**src/rtl/dpu_seq_pkg.sv**
```systemverilog
// DPU opcodes, register-file indices and draw-sequencer state encoding, shared with the DPU.
package dpu_seq_pkg;

  localparam int OP_ADD = 0;
  localparam int OP_SUB = 1;
  localparam int OP_SHL = 2;
  localparam int OP_CMP = 6;
  localparam int OP_LD  = 8;
  localparam int OP_NOP = 15;

  localparam int REG_DX     = 0;
  localparam int REG_DY     = 1;
  localparam int REG_ERR    = 2;
  localparam int REG_EINC   = 3;
  localparam int REG_ENOINC = 4;
  localparam int REG_XS     = 5;
  localparam int REG_XE     = 6;
  localparam int REG_YS     = 7;
  localparam int REG_YE     = 8;
  localparam int REG_X      = 9;
  localparam int REG_Y      = 10;
  localparam int REG_COL    = 11;
  localparam int REG_ONE    = 12;
  localparam int REG_ZERO   = 13;

  typedef enum logic [3:0] {
    S_IDLE, S_PT, S_LOAD, S_SETUP, S_PLOT, S_TEST,
    S_ADDE, S_INCY, S_UPDE, S_INCX, S_DONE
  } seq_state_t;

endpackage

```
**src/rtl/dpu_draw_seq.sv**
```systemverilog
// POINT/LINE micro-op sequencer for the DPU register file; octant-0 Bresenham on the DPU sign flag.
// Latency: POINT plots 4 cycles after handshake, LINE first plot after 15, then 4 or 5 cycles per pixel.
// Backpressure: cmd_ready only in IDLE; DPU_SEQ_ABORT_EN adds an abort input that ends a command early.
module dpu_draw_seq
  import dpu_seq_pkg::*;
#(
  parameter int DATA_W = 8,
  parameter int RA_W   = 4,
  parameter int OP_W   = 4
) (
  input  logic              clk,
  input  logic              rst,
  input  logic              cmd_valid,
  output logic              cmd_ready,
  input  logic              cmd_line,
  input  logic [DATA_W-1:0] cmd_x0,
  input  logic [DATA_W-1:0] cmd_y0,
  input  logic [DATA_W-1:0] cmd_x1,
  input  logic [DATA_W-1:0] cmd_y1,
  input  logic [DATA_W-1:0] cmd_col,
  output logic [RA_W-1:0]   dpu_a,
  output logic [RA_W-1:0]   dpu_b,
  output logic [RA_W-1:0]   dpu_r,
  output logic [OP_W-1:0]   dpu_n,
  output logic [DATA_W-1:0] dpu_mdata,
  input  logic [3:0]        dpu_cc,
`ifdef DPU_SEQ_ABORT_EN
  input  logic              abort,
`endif
  output logic              plot_stb,
  output logic              busy,
  output logic              done,
  output logic              cmd_err
);

  typedef struct packed {
    logic [OP_W-1:0]   n;
    logic [RA_W-1:0]   a;
    logic [RA_W-1:0]   b;
    logic [RA_W-1:0]   r;
    logic [DATA_W-1:0] m;
  } uop_t;

  function automatic uop_t mk(input int n, input int a, input int b, input int r,
                              input logic [DATA_W-1:0] m);
    uop_t u;
    u.n = OP_W'(n);
    u.a = RA_W'(a);
    u.b = RA_W'(b);
    u.r = RA_W'(r);
    u.m = m;
    return u;
  endfunction

  seq_state_t        state;
  uop_t              uop;
  uop_t              load_op;
  uop_t              setup_op;
  uop_t              cmp_op;
  logic [3:0]        step;
  logic [3:0]        step_nx;
  logic [3:0]        setup_idx;
  logic [DATA_W-1:0] x0_q, y0_q, x1_q, y1_q, col_q;
  logic [DATA_W-1:0] cnt;
  logic [DATA_W-1:0] dx_in;
  logic [DATA_W-1:0] dy_in;
  logic              line_ok;
  logic              abort_now;
  logic              unused_cc;

  assign unused_cc = ^dpu_cc[2:0];

  assign dx_in     = cmd_x1 - cmd_x0;
  assign dy_in     = cmd_y1 - cmd_y0;
  assign line_ok   = (cmd_x1 >= cmd_x0) && (cmd_y1 >= cmd_y0) && (dy_in <= dx_in);
  assign step_nx   = step + 4'd1;
  assign setup_idx = (state == S_SETUP) ? step_nx : 4'd0;
  assign cmp_op    = mk(OP_CMP, REG_ERR, REG_ZERO, 0, '0);

`ifdef DPU_SEQ_ABORT_EN
  // A command already in DONE has finished; aborting it would double-pulse done.
  assign abort_now = abort && (state != S_IDLE) && (state != S_DONE);
`else
  assign abort_now = 1'b0;
`endif

  always_comb begin
    load_op = mk(OP_LD, 0, 0, REG_XS, x0_q);
    case (step_nx)
      4'd1: load_op = mk(OP_LD, 0, 0, REG_YS, y0_q);
      4'd2: load_op = mk(OP_LD, 0, 0, REG_XE, x1_q);
      4'd3: load_op = mk(OP_LD, 0, 0, REG_YE, y1_q);
      4'd4: load_op = mk(OP_LD, 0, 0, REG_COL, col_q);
      4'd5: load_op = mk(OP_LD, 0, 0, REG_ONE, DATA_W'(1));
      4'd6: load_op = mk(OP_LD, 0, 0, REG_ZERO, '0);
      4'd7: load_op = mk(OP_LD, 0, 0, REG_X, x0_q);
      4'd8: load_op = mk(OP_LD, 0, 0, REG_Y, y0_q);
      default: ;
    endcase
  end

  always_comb begin
    setup_op = mk(OP_SUB, REG_YE, REG_YS, REG_DY, '0);
    case (setup_idx)
      4'd1: setup_op = mk(OP_SUB, REG_XE, REG_XS, REG_DX, '0);
      4'd2: setup_op = mk(OP_SHL, REG_DY, 0, REG_ENOINC, '0);
      4'd3: setup_op = mk(OP_SUB, REG_ENOINC, REG_DX, REG_ERR, '0);
      4'd4: setup_op = mk(OP_SUB, REG_ERR, REG_DX, REG_EINC, '0);
      default: ;
    endcase
  end

  // Outputs for a state are registered on the edge that enters it, so each
  // transition below also loads the micro-op that the next state presents.
  always_ff @(posedge clk or posedge rst) begin
    if (rst) begin
      state    <= S_IDLE;
      uop      <= mk(OP_NOP, 0, 0, 0, '0);
      plot_stb <= 1'b0;
      done     <= 1'b0;
      cmd_err  <= 1'b0;
      step     <= '0;
      cnt      <= '0;
      x0_q     <= '0;
      y0_q     <= '0;
      x1_q     <= '0;
      y1_q     <= '0;
      col_q    <= '0;
    end else begin
      uop      <= mk(OP_NOP, 0, 0, 0, '0);
      plot_stb <= 1'b0;
      done     <= 1'b0;
      cmd_err  <= 1'b0;
      if (abort_now) begin
        state   <= S_DONE;
        done    <= 1'b1;
        cmd_err <= 1'b1;
      end else begin
        case (state)
          S_IDLE: if (cmd_valid) begin
            x0_q  <= cmd_x0;
            y0_q  <= cmd_y0;
            x1_q  <= cmd_x1;
            y1_q  <= cmd_y1;
            col_q <= cmd_col;
            step  <= '0;
            if (!cmd_line) begin
              state <= S_PT;
              cnt   <= '0;
              uop   <= mk(OP_LD, 0, 0, REG_X, cmd_x0);
            end else if (line_ok) begin
              state <= S_LOAD;
              cnt   <= dx_in;
              uop   <= mk(OP_LD, 0, 0, REG_XS, cmd_x0);
            end else begin
              state   <= S_DONE;
              done    <= 1'b1;
              cmd_err <= 1'b1;
            end
          end
          S_PT: begin
            step <= step_nx;
            if (step == 4'd0) begin
              uop <= mk(OP_LD, 0, 0, REG_Y, y0_q);
            end else if (step == 4'd1) begin
              uop <= mk(OP_LD, 0, 0, REG_COL, col_q);
            end else begin
              state    <= S_PLOT;
              plot_stb <= 1'b1;
            end
          end
          S_LOAD: begin
            uop <= (step == 4'd8) ? setup_op : load_op;
            if (step == 4'd8) begin
              state <= S_SETUP;
              step  <= '0;
            end else begin
              step <= step_nx;
            end
          end
          S_SETUP: begin
            if (step == 4'd4) begin
              state    <= S_PLOT;
              plot_stb <= 1'b1;
              if (cnt != '0) uop <= cmp_op;
            end else begin
              step <= step_nx;
              uop  <= setup_op;
            end
          end
          S_PLOT: begin
            if (cnt == '0) begin
              state <= S_DONE;
              done  <= 1'b1;
            end else begin
              state <= S_TEST;
            end
          end
          S_TEST: begin
            if (dpu_cc[3]) begin
              state <= S_ADDE;
              uop   <= mk(OP_ADD, REG_ERR, REG_ENOINC, REG_ERR, '0);
            end else begin
              state <= S_INCY;
              uop   <= mk(OP_ADD, REG_Y, REG_ONE, REG_Y, '0);
            end
          end
          S_INCY: begin
            state <= S_UPDE;
            uop   <= mk(OP_ADD, REG_ERR, REG_EINC, REG_ERR, '0);
          end
          S_ADDE, S_UPDE: begin
            state <= S_INCX;
            cnt   <= cnt - DATA_W'(1);
            uop   <= mk(OP_ADD, REG_X, REG_ONE, REG_X, '0);
          end
          S_INCX: begin
            state    <= S_PLOT;
            plot_stb <= 1'b1;
            if (cnt != '0) uop <= cmp_op;
          end
          S_DONE:  state <= S_IDLE;
          default: state <= S_IDLE;
        endcase
      end
    end
  end

  assign dpu_n     = uop.n;
  assign dpu_a     = uop.a;
  assign dpu_b     = uop.b;
  assign dpu_r     = uop.r;
  assign dpu_mdata = uop.m;
  assign cmd_ready = (state == S_IDLE);
  assign busy      = (state != S_IDLE);

endmodule

```
**config.mk**
```make
export PLATFORM = sky130hd
export DESIGN_NAME = dpu_draw_seq
export DESIGN_NICKNAME = d
export VERILOG_FILES = /design/src/rtl/dpu_seq_pkg.sv /design/src/rtl/dpu_draw_seq.sv
export SDC_FILE = /design/constraint.sdc
export NUM_CORES = 1
export LEC_CHECK = 0
export ABC_AREA = 1
export CELL_PAD_IN_SITES_DETAIL_PLACEMENT = 0
export CELL_PAD_IN_SITES_GLOBAL_PLACEMENT = 2
export CORE_UTILIZATION = 37
export DETAILED_ROUTE_END_ITERATION = 6
export DONT_BUFFER_PORTS = 1
export PLACE_DENSITY = 0.78
export SYNTH_ARGS = -nofsm -noshare
export SYNTH_HDL_FRONTEND = slang
export SYNTH_SLANG_ARGS = --single-unit
```
**constraint.sdc**
```tcl
create_clock -name clk -period 3.2 [get_ports clk]
set_input_delay 0.64 -clock clk [delete_from_list [all_inputs] [get_ports clk]]
set_output_delay 0.64 -clock clk [all_outputs]
set_load 0.02 [all_outputs]
```
# --- After elaboration in Yosys (flattened, before gate mapping) ---
# Index checks and enable logic that the tools add are counted.
totals:
  output_inout_bits: 29
  register_bits: 83
  inputBits: 48
classes:
  add_sub_neg: 4
  reduce_logical: 14
  n_eq_ne: 31
  order_cmp: 3
  mux: 41
op_table:
  columns: ["operator", "n"]
  rows:
  - ["24-bit case mux with 8 select lines", 1]
  - ["23-bit 2-to-1 mux", 5]
  - ["12-bit case mux with 8 select lines", 1]
  - ["22-bit case mux with 4 select lines", 1]
  - ["24-bit 2-to-1 mux", 3]
  - ["4-bit 2-to-1 mux", 12]
  - ["4-bit by 3-bit == test with 1-bit output, second input constant", 10]
  - ["4-bit case mux with 9 select lines", 1]
  - ["4-bit by 2-bit == test with 1-bit output, second input constant", 6]
  - ["8-bit 2-to-1 mux", 3]
  - ["20-bit 2-to-1 mux", 1]
  - ["4-bit by 1-bit == test with 1-bit output, second input constant", 4]
  - ["4-bit == test, second input constant", 4]
  - ["8-bit >= comparator", 2]
  - ["4-bit case mux with 4 select lines", 1]
  - ["8-bit case mux with 2 select lines", 1]
  - ["8-bit subtractor", 2]
  - ["2-bit inequality test, second input constant", 5]
  - ["1-bit 2-to-1 mux", 9]
  - ["8-bit less-or-equal comparator", 1]
  - ["4-bit logical NOT", 2]
  - ["8-bit logical NOT", 1]
  - ["4-bit nonzero test", 2]
  - ["8-bit nonzero test", 1]
  - ["other kinds (12)", 14]

# --- Logic depth before layout (Yosys ltp) ---
# Gate-level depths: netlist of run 1.
logic_depth:
  ltp_word: 7
  ltp_mapped: 22

# --- Worst setup path before layout of run 1 ---
# OpenSTA, ideal clock, no wires.
synth_timing:
  path_kind: "input port to flip-flop"
  start: "in cmd_y0[2]"
  end: "reg cnt[0]"
  path_stages: 19
  arrival_ns: 2.878
  required_time_ns: 3.134
  setup_time_ns: 0.066
  setup_slack_ns: 0.257
  n_path_buf: 1
  cell_sequence: "inv_1 > ha_1 > a21oi_1 > o21ai_0 > a21oi_1 > nor2_1 > nor2_1 > xor2_1 > inv_1 > ha_1 > a21oi_1 > o21a_1 > nand2_1 > nand2_1 > nand2_1 > nand2_2 > buf_4 > nand4_1 > nand2_1"
synth_via:
  elab_chain_len: 5
  elab_cells_between_ends: 7
synth_lines:
  columns: ["element", "line", "source"]
  rows:
  - ["start: declaration", "dpu_draw_seq.sv:17", "input logic [DATA_W-1:0] cmd_y0,"]
  - ["8-bit subtractor / 8-bit >= comparator (equally long branches)", "dpu_draw_seq.sv:74, dpu_draw_seq.sv:75", null]
  - ["8-bit less-or-equal comparator / 1-bit logical AND (equally long branches)", "dpu_draw_seq.sv:75", "assign line_ok = (cmd_x1 >= cmd_x0) && (cmd_y1 >= cmd_y0) && (dy_in <= dx_in);"]
  - ["1-bit logical AND (*)", "dpu_draw_seq.sv:75", null]
  - ["3-bit by 2-bit inequality test with 1-bit output (no line) (*)", null, null]
  - ["3-bit AND reduction (no line) (*)", null, null]
  - ["end signal: assignment", "dpu_draw_seq.sv:153", "cnt <= dx_in;"]
  - ["end signal: assignment", "dpu_draw_seq.sv:214", "cnt <= cnt - DATA_W'(1);"]
  - ["end: declaration", "dpu_draw_seq.sv:64", "logic [DATA_W-1:0] cnt;"]
# Mark *: on every way between the ends. The rest lies on a longest branch, timed or not.
# A chain may end at the register's enable or synchronous reset.

# --- Worst setup path after layout of run 1 ---
layout_timing:
  start: "in cmd_x1[0]"
  end: "reg uop (netlist bit dpu_mdata[2])"
layout_via:
  elab_chain_len: 7
  elab_cells_between_ends: 9
layout_lines:
  columns: ["element", "line", "source"]
  rows:
  - ["start: declaration", "dpu_draw_seq.sv:18", "input logic [DATA_W-1:0] cmd_x1,"]
  - ["8-bit subtractor / 8-bit >= comparator (equally long branches)", "dpu_draw_seq.sv:73, dpu_draw_seq.sv:75", null]
  - ["8-bit less-or-equal comparator / 1-bit logical AND (equally long branches)", "dpu_draw_seq.sv:75", null]
  - ["1-bit logical AND (*)", "dpu_draw_seq.sv:75", null]
  - ["23-bit 2-to-1 mux (*)", "dpu_draw_seq.sv:151", "end else if (line_ok) begin"]
  - ["23-bit 2-to-1 mux (*)", "dpu_draw_seq.sv:147", "if (!cmd_line) begin"]
  - ["23-bit 2-to-1 mux (*)", "dpu_draw_seq.sv:140", "S_IDLE: if (cmd_valid) begin"]
  - ["24-bit case mux with 8 select lines (*)", "dpu_draw_seq.sv:139", "case (state)"]
  - ["end signal: assignment", "dpu_draw_seq.sv:150", "uop <= mk(OP_LD, 0, 0, REG_X, cmd_x0);"]
  - ["end signal: assignment", "dpu_draw_seq.sv:154", "uop <= mk(OP_LD, 0, 0, REG_XS, cmd_x0);"]
  - ["end signal: assignment", "dpu_draw_seq.sv:164", "uop <= mk(OP_LD, 0, 0, REG_Y, y0_q);"]
  - ["end: declaration", "dpu_draw_seq.sv:56", "uop_t uop;"]
# Marks and branches as above.

==> results of run 1 <==
## kinds of logic after synthesis
kind of cell    share of synthesized area [%]
simple gates                             33.4
buf+inv                                  9.90
compound gates                           9.95
flops                                    37.0
fa+ha+maj                                7.59
xor+xnor                                 2.02
mux                                     0.178
## power by group through the flow
stage / clock network [mW] / registers (mW) / logic (mW)
after floorplan: 0 / 1.86 / 2.00
after global placement: 0 / 1.95 / 2.65
after detailed placement: 0 / 1.95 / 2.67
after CTS: 1.23 / 1.94 / 2.69
after global routing: 1.27 / 1.99 / 3.03
final: 1.21 / 1.94 / 2.68
## per-stage QoR
step / setup slack (ps) / std cells / power (mW)
5_1_grt: 2.36 / 966 / 6.29
6_report: 303 / 966 / 5.84
3_3_place_gp: -91.1 / 950 / 4.60
4_1_cts: 257 / 966 / 5.86
2_1_floorplan: 257 / 762 / 3.86
3_5_place_dp: -92.6 / 950 / 4.63
## final cells by class
| class | instances | area [um^2] | share of cell area, % |
|---|---|---|---|
| repair buffers | 23 | 185 | 2.95 |
| flip-flops and latches | 83 | 2080 | 33.2 |
| clock inverters | 5 | 100 | 1.59 |
| well taps | 184 | 230 | 3.67 |
| multi-input cells | 542 | 2990 | 47.7 |
| inverters | 118 | 444 | 7.07 |
| clock buffers | 11 | 243 | 3.87 |
## worst register-to-register path, cell delays in order, from the launching register on
cell     delay [ps]
dfrtp_1         320
buf_4           170
inv_1           130
ha_1            260
inv_1            60
nor3_1           50
nor2_1          730
inv_1           210
nand2_1         180
inv_1           100
o31ai_1          70
o21ai_1          90
## path summary, 6_finish.rpt
| check | slack, ps | depth (start not counted) | end | startpoint |
|---|---|---|---|---|
| worst min register to register | 480 | 2 | x1_q[2] | x1_q[2] |
| min in group clk | 410 | 2 | y0_q[0] | cmd_y0[0] |
| worst max-delay path | 300 | 21 | dpu_mdata[2] | cmd_x1[0] |
| worst min-delay path | 300 | 1 | x0_q[1] | rst |
| worst max register to register | 710 | 11 | state[1] | step[0] |
| max in group asynchronous | 2060 | 2 | dpu_n[3] | rst |
## registers in the layout, summed over array words and instances (netlist names)
| name | count |
|---|---|
| dpu_mdata | 8 |
| x0_q | 8 |
| cnt | 8 |
| done | 1 |
| cmd_err | 1 |
| x1_q | 8 |
| plot_stb | 1 |
| dpu_r | 4 |
| y1_q | 8 |
| dpu_b | 4 |
| col_q | 8 |
| dpu_n | 4 |
| y0_q | 8 |
| state | 4 |
| step | 4 |
| dpu_a | 4 |
## per-layer routing
layer,global-route usage [%],routed length [um],part of all wire [%]
met2,34.1,7490,44
met5,0,0,0
met1,33.0,8360,49
met4,6.17,250,1.5
met3,4.11,915,5.4
## placed cells by master (no fill, tap or decap), drive strengths merged
cell,Yosys,final
o211ai,3,3
a31oi,2,2
xor2,5,5
fa,2,2
mux2i,1,1
buf,14,23
inv,117,116
o2111ai,1,1
o21ai,38,38
nand4,40,40
o21a,1,1
nand3b,6,6
nand2,226,226
nor2,67,67
nor3,7,7
bufinv,0,3
dfstp,4,4
xnor2,8,8
o32ai,6,6
a21oi,25,25
o21bai,7,7
o22ai,11,11
clkbuf,5,11
ha,31,31
o31ai,1,1
a41oi,1,1
nand3,53,53
dfrtp,79,79
clkinv,1,4
## repair_timing
item                                    in CTS  in global routing
endpoints found under the setup margin       0                 18
setup buffers                                0                  0
gates resized for setup                      0                  1
==> flow_metrics.py, run 1 <==
metrics = {
    "sta": {
        "tns_ps": 0,
        "setup_viol": 0,
        "fin_skew_ps": 11.2,
        "fmax_ghz": 0.345,
        "post-route-period-util_pct": 90.5,
        "hold_viol": 0,
        "rsz0062_at_grt": "no",
        "slew-limit-headroom_pct": 37.1,
        "whs_ps": 296,
        "fin_crit_ps": 2900,
        "worst_pin_slew_ps": 940,
        "maxSlewViolCount": 0,
    },
    "worst_setup_path": {
        "cp.required_ps": 3420,
        "end_kind": "register",
        "worstPathMaxFanout": 10,
        "cp_num_buf_inv": 3,
        "max_stage_delay_ps": 410,
        "critPathTopFamily": "simple AND/OR/NAND/NOR gates",
        "crit_path_frequent_cell": "nand2_1",
        "cp-start-kind": "input pin",
        "critPathArrivalTime_ps": 3120,
        "slowest_stage": "fa_1",
        "critPathKind": "input pin to register",
        "worstPathCellList": "inv_1 > ha_1 > inv_1 > fa_1 > nand3_1 > nand2_1 > nand2_1 > nand2_1 > nand2_1 > nand2_1 > ha_1 > nand2_1 > nor2_1 > nand2_1 > nand2_1 > nand2_1 > nand2_1 > nand2_1 > buf_12 > a21oi_1 > nand2_1",
    },
    "pwr": {
        "netSwitchingFraction_pct": 45.8,
        "total_leakage_power_nw": 3.33,
        "pwr-share-comb_pct": 46.0,
        "clock_power_share_pct": 20.8,
        "peakVddDrop_v": 0.000358,
        "internal-power_mw": 3.16,
        "p_sw_mw": 2.68,
        "seq_power_share_pct": 33.3,
        "power_density_nw_per_um2": 930,
    },
    "cts": {
        "cts.sinks": 83,
        "path_clk_slew_ps": 60,
        "cts_tree": "built",
        "insertion_delay_ps": 350,
        "cts-root-buf": "clkbuf_16",
        "clk_path_buf_depth": 2,
        "htreeDepth": 3,
        "hold_buffers": 0,
        "numCtsBuffers": 9,
    },
    "global_route": {
        "grt_max_degree": 53,
        "grt_use_total_pct": 22.6,
        "first_global_vias": 4914,
        "gr-total-overflow": 0,
        "antenna_found_initial": 0,
        "grt_pass1_wl_um": 27400,
    },
    "drt": {
        "vias_per_cell": 5.23,
        "via_count": 5055,
        "ant_nets": 0,
        "drt-total-wl_um": 17000,
        "drc_errors": 4,
        "wl_per_cell_um": 17.6,
        "drt_first_pass_iters": 7,
        "drt_iter0_drc": 343,
    },
    "finish": {
        "drive_above_1_share_pct": 10.1,
        "layout.nets": 858,
        "fillers": 1527,
        "fin_util_pct": 42.7,
        "antenna_cells": 0,
        "design_area_um2": 6280,
        "area_growth_pct": 11.4,
    },
    "synth": {
        "synth_top_area_cell": "dfrtp_1",
        "syn_nets": 843,
        "yosysMostFrequentCell": "nand2_1",
        "ys_warn_count": 0,
        "synth-main-ff-cell": "dfrtp_1",
        "synthTopCellsByArea": "dfrtp_1 35%, nand2_1 14%, inv_1 7.5%",
        "syn_area_um2": 5630,
        "synth_area_per_cell_um2": 7.39,
        "ys_seq_area_share_pct": 37.0,
        "synth_top_area_share_pct": 35.1,
        "synth_seq_cells": 83,
        "synth_edf_count": 0,
        "synth_common_cells": "214 x nand2_1, 112 x inv_1, 79 x dfrtp_1, 58 x nor2_1, 47 x nand3_1",
        "synthCells": 762,
        "synth_cell_type_count": 44,
        "synthArstFlopShare_pct": 100,
    },
    "place": {
        "io_buffer_count": 0,
        "dpl_cell_area_um2": 5940,
        "dp_hpwl_um": 13100,
        "gp_congestion": 0.879,
    },
    "die": {
        "coreArea_um2": 14700,
        "io_pins": 77,
        "die_height_um": 125,
        "placementRows": 44,
        "die_w_um": 125,
        "start_util_pct": 38.3,
        "die-area_um2": 15700,
    },
    "flow_run": {
        "maxCapViolations": 0,
    },
    "run_status": {
        "status": "finished, violations left",
        "violations": "design-rule violations",
    },
    "worst_hold_path": {
        "holdCritPathClass": "input pin to asynchronous set/reset pin",
    },
}
(Power assumes the default switching activity.)
==> run 2: changes to the inputs <==
--- a/config.mk
+++ b/config.mk
@@ -7,4 +7,5 @@
 export LEC_CHECK = 0
 export ABC_AREA = 1
+export ABC_CLOCK_PERIOD_IN_PS = 3200
 export CELL_PAD_IN_SITES_DETAIL_PLACEMENT = 0
 export CELL_PAD_IN_SITES_GLOBAL_PLACEMENT = 2
==> constraint.sdc (replaced) <==
create_clock -name clk -period 3.2 [get_ports clk]
set_input_delay 0.8 -clock clk [delete_from_list [all_inputs] [get_ports clk]]
set_output_delay 0.8 -clock clk [all_outputs]
set_load 0.02 [all_outputs]
==> run 2 against run 1 <==
The flow still finishes with violations (design-rule violations); sequential power about the same; wire length rose by 1.5%; first-iteration DRC count up 17%; setup slack worse by 140 ps; worst hold slack worse by 11 ps; power is 1.4% lower; clock power is 14% lower; clock-buffer cell count increased by 2; cell count grew 2.2%.
==> flow_metrics.py, run 2 (same netlist as run 1, synthesis figures left out) <==
metrics = {
    "run_status": {
        "status": "finished, violations left",
        "violations": "design-rule violations",
    },
    "cts": {
        "path_clk_slew_ps": 60,
        "clk_path_buf_depth": 2,
        "cts.sinks": 83,
        "cts_tree": "built",
        "numCtsBuffers": 9,
        "cts-root-buf": "clkbuf_16",
        "htreeDepth": 3,
        "insertion_delay_ps": 340,
        "hold_buffers": 0,
    },
    "drt": {
        "drt_first_pass_iters": 7,
        "drt-total-wl_um": 17300,
        "drc_errors": 1,
        "vias_per_cell": 5.23,
        "wl_per_cell_um": 17.5,
        "drt_iter0_drc": 400,
        "via_count": 5166,
        "ant_nets": 0,
    },
    "finish": {
        "mostFrequentLayoutCells": "212 x nand2_1, 111 x inv_1, 79 x dfrtp_1",
        "fin_util_pct": 43.9,
        "multiInputGateArea_um2": 3050,
        "area_growth_pct": 14.5,
        "layout.cells.non_filler": 987,
        "final_common_cell": "nand2_1",
        "drive_above_1_share_pct": 13.3,
        "regArea_um2": 2080,
        "antenna_cells": 0,
        "fillers": 1506,
        "layout.nets": 879,
    },
    "global_route": {
        "grt_max_degree": 68,
        "gr-total-overflow": 0,
        "grt_use_total_pct": 23.0,
        "first_global_vias": 5185,
        "antenna_found_initial": 0,
        "grt_pass1_wl_um": 28000,
    },
    "sta": {
        "rsz0062_at_grt": "no",
        "maxSlewViolCount": 0,
        "slew-limit-headroom_pct": 41.0,
        "worst_pin_slew_ps": 882,
        "whs_ps": 285,
        "fin_skew_ps": 6.03,
        "fmax_ghz": 0.330,
        "post-route-period-util_pct": 94.8,
        "setup_viol": 0,
        "fin_crit_ps": 3030,
        "tns_ps": 0,
        "hold_viol": 0,
    },
    "pwr": {
        "total_leakage_power_nw": 3.42,
        "seq_power_share_pct": 33.8,
        "netSwitchingFraction_pct": 46.9,
        "pwr-share-comb_pct": 48.2,
        "internal-power_mw": 3.06,
        "clock_power_share_pct": 18.0,
        "peakVddDrop_v": 0.000380,
        "p_sw_mw": 2.70,
        "power_density_nw_per_um2": 892,
    },
    "die": {
        "start_util_pct": 38.3,
        "die_w_um": 125,
        "coreArea_um2": 14700,
        "die-area_um2": 15700,
        "die_height_um": 125,
        "io_pins": 77,
        "placementRows": 44,
    },
    "flow_run": {
        "maxCapViolations": 0,
    },
    "worst_setup_path": {
        "critPathKind": "input pin to register",
        "critPathArrivalTime_ps": 3260,
        "r2r-start": "step[0]",
        "worstPathMaxFanout": 10,
        "cp.required_ps": 3430,
        "end_kind": "register",
        "startpoint": "cmd_y1[0]",
        "cp-start-kind": "input pin",
    },
    "place": {
        "io_buffer_count": 0,
        "dp_hpwl_um": 13200,
        "gp_congestion": 0.866,
        "dp.cells": 970,
    },
    "worst_hold_path": {
        "holdCritPathClass": "input pin to asynchronous set/reset pin",
    },
}
run 2: changes by cell type in the layout (fill, tap and decap cells not counted), moves of 2 or more:
cell,change
a21oi_1,-2
bufinv_16,-2
a21oi_2,+2
buf_4,+18
ha_1,-2
nand2_1,-2
clkbuf_1,+2
run 2: layout make-up:
type	count	area share, %
well taps	184	3.57
clock buffers	13	3.88
multi-input cells	543	47.3
clock inverters	3	0.621
flip-flops and latches	83	32.3
repair buffers	43	5.45
inverters	118	6.89
run 2: power by group through the flow:
stage / Sequential (mW) / Clock, mW / Combinational, mW
after floorplan: 1.86 / 0 / 2.00
after global placement: 1.95 / 0 / 2.69
after detailed placement: 1.96 / 0 / 2.71
after CTS: 1.94 / 1.07 / 2.72
after global routing: 1.99 / 1.10 / 3.14
final: 1.94 / 1.04 / 2.77
run 2: through the flow:
| step | power, mW | setup slack, ps | area [um^2] |
|---|---|---|---|
| CTS | 5.73 | 31.5 | 6390 |
| detailed placement | 4.66 | -332 | 6100 |
| finish | 5.75 | 165 | 6450 |
| floorplan | 3.86 | 96.7 | 5630 |
| global route | 6.24 | 0.746 | 6450 |
| global placement | 4.65 | -281 | 6100 |
run 2: final timing paths:
check / slack [ps] / end / depth (start not counted)
max: 170 / dpu_mdata[7] / 17
min: 290 / col_q[7] / 1
max reg2reg: 770 / state[1] / 11
min reg2reg: 470 / cnt[1] / 2
max in group asynchronous: 2210 / dpu_n[2] / 2
min in group clk: 470 / cnt[1] / 2
run 2: critical path, cell delays in order:
cell	delay, ps
inv_1	40
ha_2	190
fa_1	390
nand3b_1	170
nand2_1	100
a31oi_1	90
xnor2_1	150
ha_1	280
nand2_1	80
o21a_1	200
nand2_1	60
nand2_1	100
nand2_2	120
nand2_1	90
buf_12	150
a21oi_1	160
nand2_1	70
run 2: repair_timing:
action                     CTS  global route
resized for setup            0            13
setup endpoints to repair    0            23
setup buffers                0             0
run 2: per-layer routing:
metal	GRT usage (%)	vias to the layer above	share of wire (%)
met1	32.8	2456	49
li1	-	2553	-
met2	35.6	139	45
met5	0	-	0
met4	6.53	0	1.4
met3	4.15	18	5.2
==> run 3: changes to the inputs <==
Settings changed: CORE_MARGIN from default to 5.
==> run 3 against run 2 <==
The run now ends clean; clock-buffer cell count stayed put; via count is 1.6% lower; wire length is 1.9% lower; power is 2.4% higher; combinational power hardly changed; sequential power hardly changed; setup slack better by 70 ps; clock power is 15% higher; non-clock buffer count stayed put.
==> flow_metrics.py, run 3 (same netlist as run 1, synthesis figures left out) <==
metrics = {
    "sta": {
        "hold_viol": 0,
        "maxSlewViolCount": 0,
        "fmax_ghz": 0.337,
        "fin_crit_ps": 2960,
        "fin_skew_ps": 7.90,
        "tns_ps": 0,
        "slew-limit-headroom_pct": 37.2,
        "worst_pin_slew_ps": 938,
        "postLayoutSetupSlackWorst_ps": 236,
        "setup_viol": 0,
        "rsz0062_at_grt": "no",
        "post-route-period-util_pct": 92.6,
    },
    "worst_setup_path": {
        "critPathKind": "input pin to register",
        "end_kind": "register",
        "worstPathMaxFanout": 8,
        "r2r-start": "step[0]",
        "crit_path_frequent_cell": "nand2_1",
        "startpoint": "cmd_x1[0]",
        "slowest_stage": "fa_2",
        "cp-start-kind": "input pin",
        "critPathTopFamily": "simple AND/OR/NAND/NOR gates",
        "cp.required_ps": 3480,
        "max_stage_delay_ps": 350,
        "critPathArrivalTime_ps": 3250,
        "cp_num_buf_inv": 4,
        "worstPathCellList": "inv_1 > ha_1 > inv_1 > fa_2 > nand3_1 > nand2_2 > nand2_1 > nand2_1 > nand2_1 > nand2_1 > ha_1 > nand2_1 > nor2_2 > nand4_1 > nand2_2 > nand2_1 > buf_4 > nand2_4 > buf_6 > nand4_1 > nand2_1",
    },
    "drt": {
        "drt-total-wl_um": 16900,
        "drt_first_pass_iters": 5,
        "wl_per_cell_um": 17.1,
        "drc_errors": 0,
        "ant_nets": 0,
        "via_count": 5081,
        "drt_iter0_drc": 305,
        "vias_per_cell": 5.13,
    },
    "pwr": {
        "seq_power_share_pct": 33.0,
        "peakVddDrop_v": 0.000302,
        "finalPower_mw": 5.89,
        "power_density_nw_per_um2": 905,
        "internal-power_mw": 3.20,
        "total_leakage_power_nw": 3.44,
        "p_sw_mw": 2.69,
        "netSwitchingFraction_pct": 45.7,
        "clock_power_share_pct": 20.3,
        "pwr-share-comb_pct": 46.7,
    },
    "global_route": {
        "gr-usage-met3_pct": 4.27,
        "grt_pass1_wl_um": 27100,
        "grtUsageMet1_pct": 27.3,
        "grtUsageMet2_pct": 29.5,
        "busiest_layer": "met2",
        "antenna_found_initial": 0,
        "first_global_vias": 5043,
        "gr-total-overflow": 0,
        "grt_use_total_pct": 19.2,
        "grt_max_degree": 53,
    },
    "finish": {
        "fin_util_pct": 43.1,
        "layout.cells.non_filler": 991,
        "multiInputGateArea_um2": 3050,
        "fillers": 1570,
        "mostFrequentLayoutCells": "212 x nand2_1, 111 x inv_1, 79 x dfrtp_1",
        "layout.nets": 879,
        "regArea_um2": 2080,
        "drive_above_1_share_pct": 13.6,
        "final_common_cell": "nand2_1",
        "antenna_cells": 0,
        "area_growth_pct": 15.5,
    },
    "die": {
        "die-area_um2": 17800,
        "start_util_pct": 37.3,
        "placementRows": 45,
        "die_height_um": 133,
        "io_pins": 77,
        "die_w_um": 133,
        "coreArea_um2": 15100,
    },
    "place": {
        "dp.cells": 974,
        "post-place-ws_ps": -355,
        "gp_congestion": 0.874,
        "dp_hpwl_um": 13300,
        "io_buffer_count": 0,
    },
    "cts": {
        "cts.repair.resized": 0,
        "cts_setup_buffers": 0,
        "cts-root-buf": "clkbuf_16",
        "numCtsBuffers": 9,
        "htreeDepth": 3,
        "clk_path_buf_depth": 2,
        "insertion_delay_ps": 350,
        "hold_buffers": 0,
        "path_clk_slew_ps": 70,
        "cts_tree": "built",
        "cts.sinks": 83,
    },
    "worst_hold_path": {
        "holdCritPathClass": "input pin to asynchronous set/reset pin",
    },
    "flow_run": {
        "maxCapViolations": 0,
    },
    "run_status": {
        "status": "complete, no violations",
    },
}
[run 3: cell count changes in the layout (fill, tap and decap cells not counted), sizes merged]
| cell | change |
|---|---|
| bufinv | +1 |
| clkinv | -2 |
| clkinvlp | +1 |
[run 3: per-stage QoR]
stage          hold slack [ps]  area, um^2
2_1_floorplan              442        5630
3_3_place_gp               460        6100
3_5_place_dp               464        6100
4_1_cts                    377        6450
5_1_grt                    400        6510
6_report                   361        6510
[run 3: worst paths after layout]
check                                to  slack [ps]  cells after the start
max                              cnt[7]         240                     21
max reg2reg                    state[1]         700                     11
max in group asynchronous        cnt[4]        2160                      2
min reg2reg                     x1_q[2]         490                      2
min in group clk                x1_q[2]         490                      2
min                        dpu_mdata[3]         360                      1
[run 3: routing by layer]
| layer | vias up | wire [um] |
|---|---|---|
| met2 | 119 | 7700 |
| met5 | - | 0 |
| li1 | 2559 | - |
| met4 | 0 | 258 |
| met1 | 2388 | 8110 |
| met3 | 15 | 874 |
[run 3: final cells by class]
type	instances	area share, %
clock buffers	13	4.31
clock inverters	3	1.04
inverters	118	6.82
multi-input cells	543	46.8
flip-flops and latches	83	32.0
well taps	188	3.61
repair buffers	43	5.40
[run 3: power groups by stage]
stage                     clock, mW  sequential (mW)  combinational, mW
final                          1.20             1.94               2.75
after global routing           1.27             1.99               3.11
after CTS                      1.22             1.94               2.71
after detailed placement          0             1.96               2.69
after global placement            0             1.95               2.67
after floorplan                   0             1.86               2.00
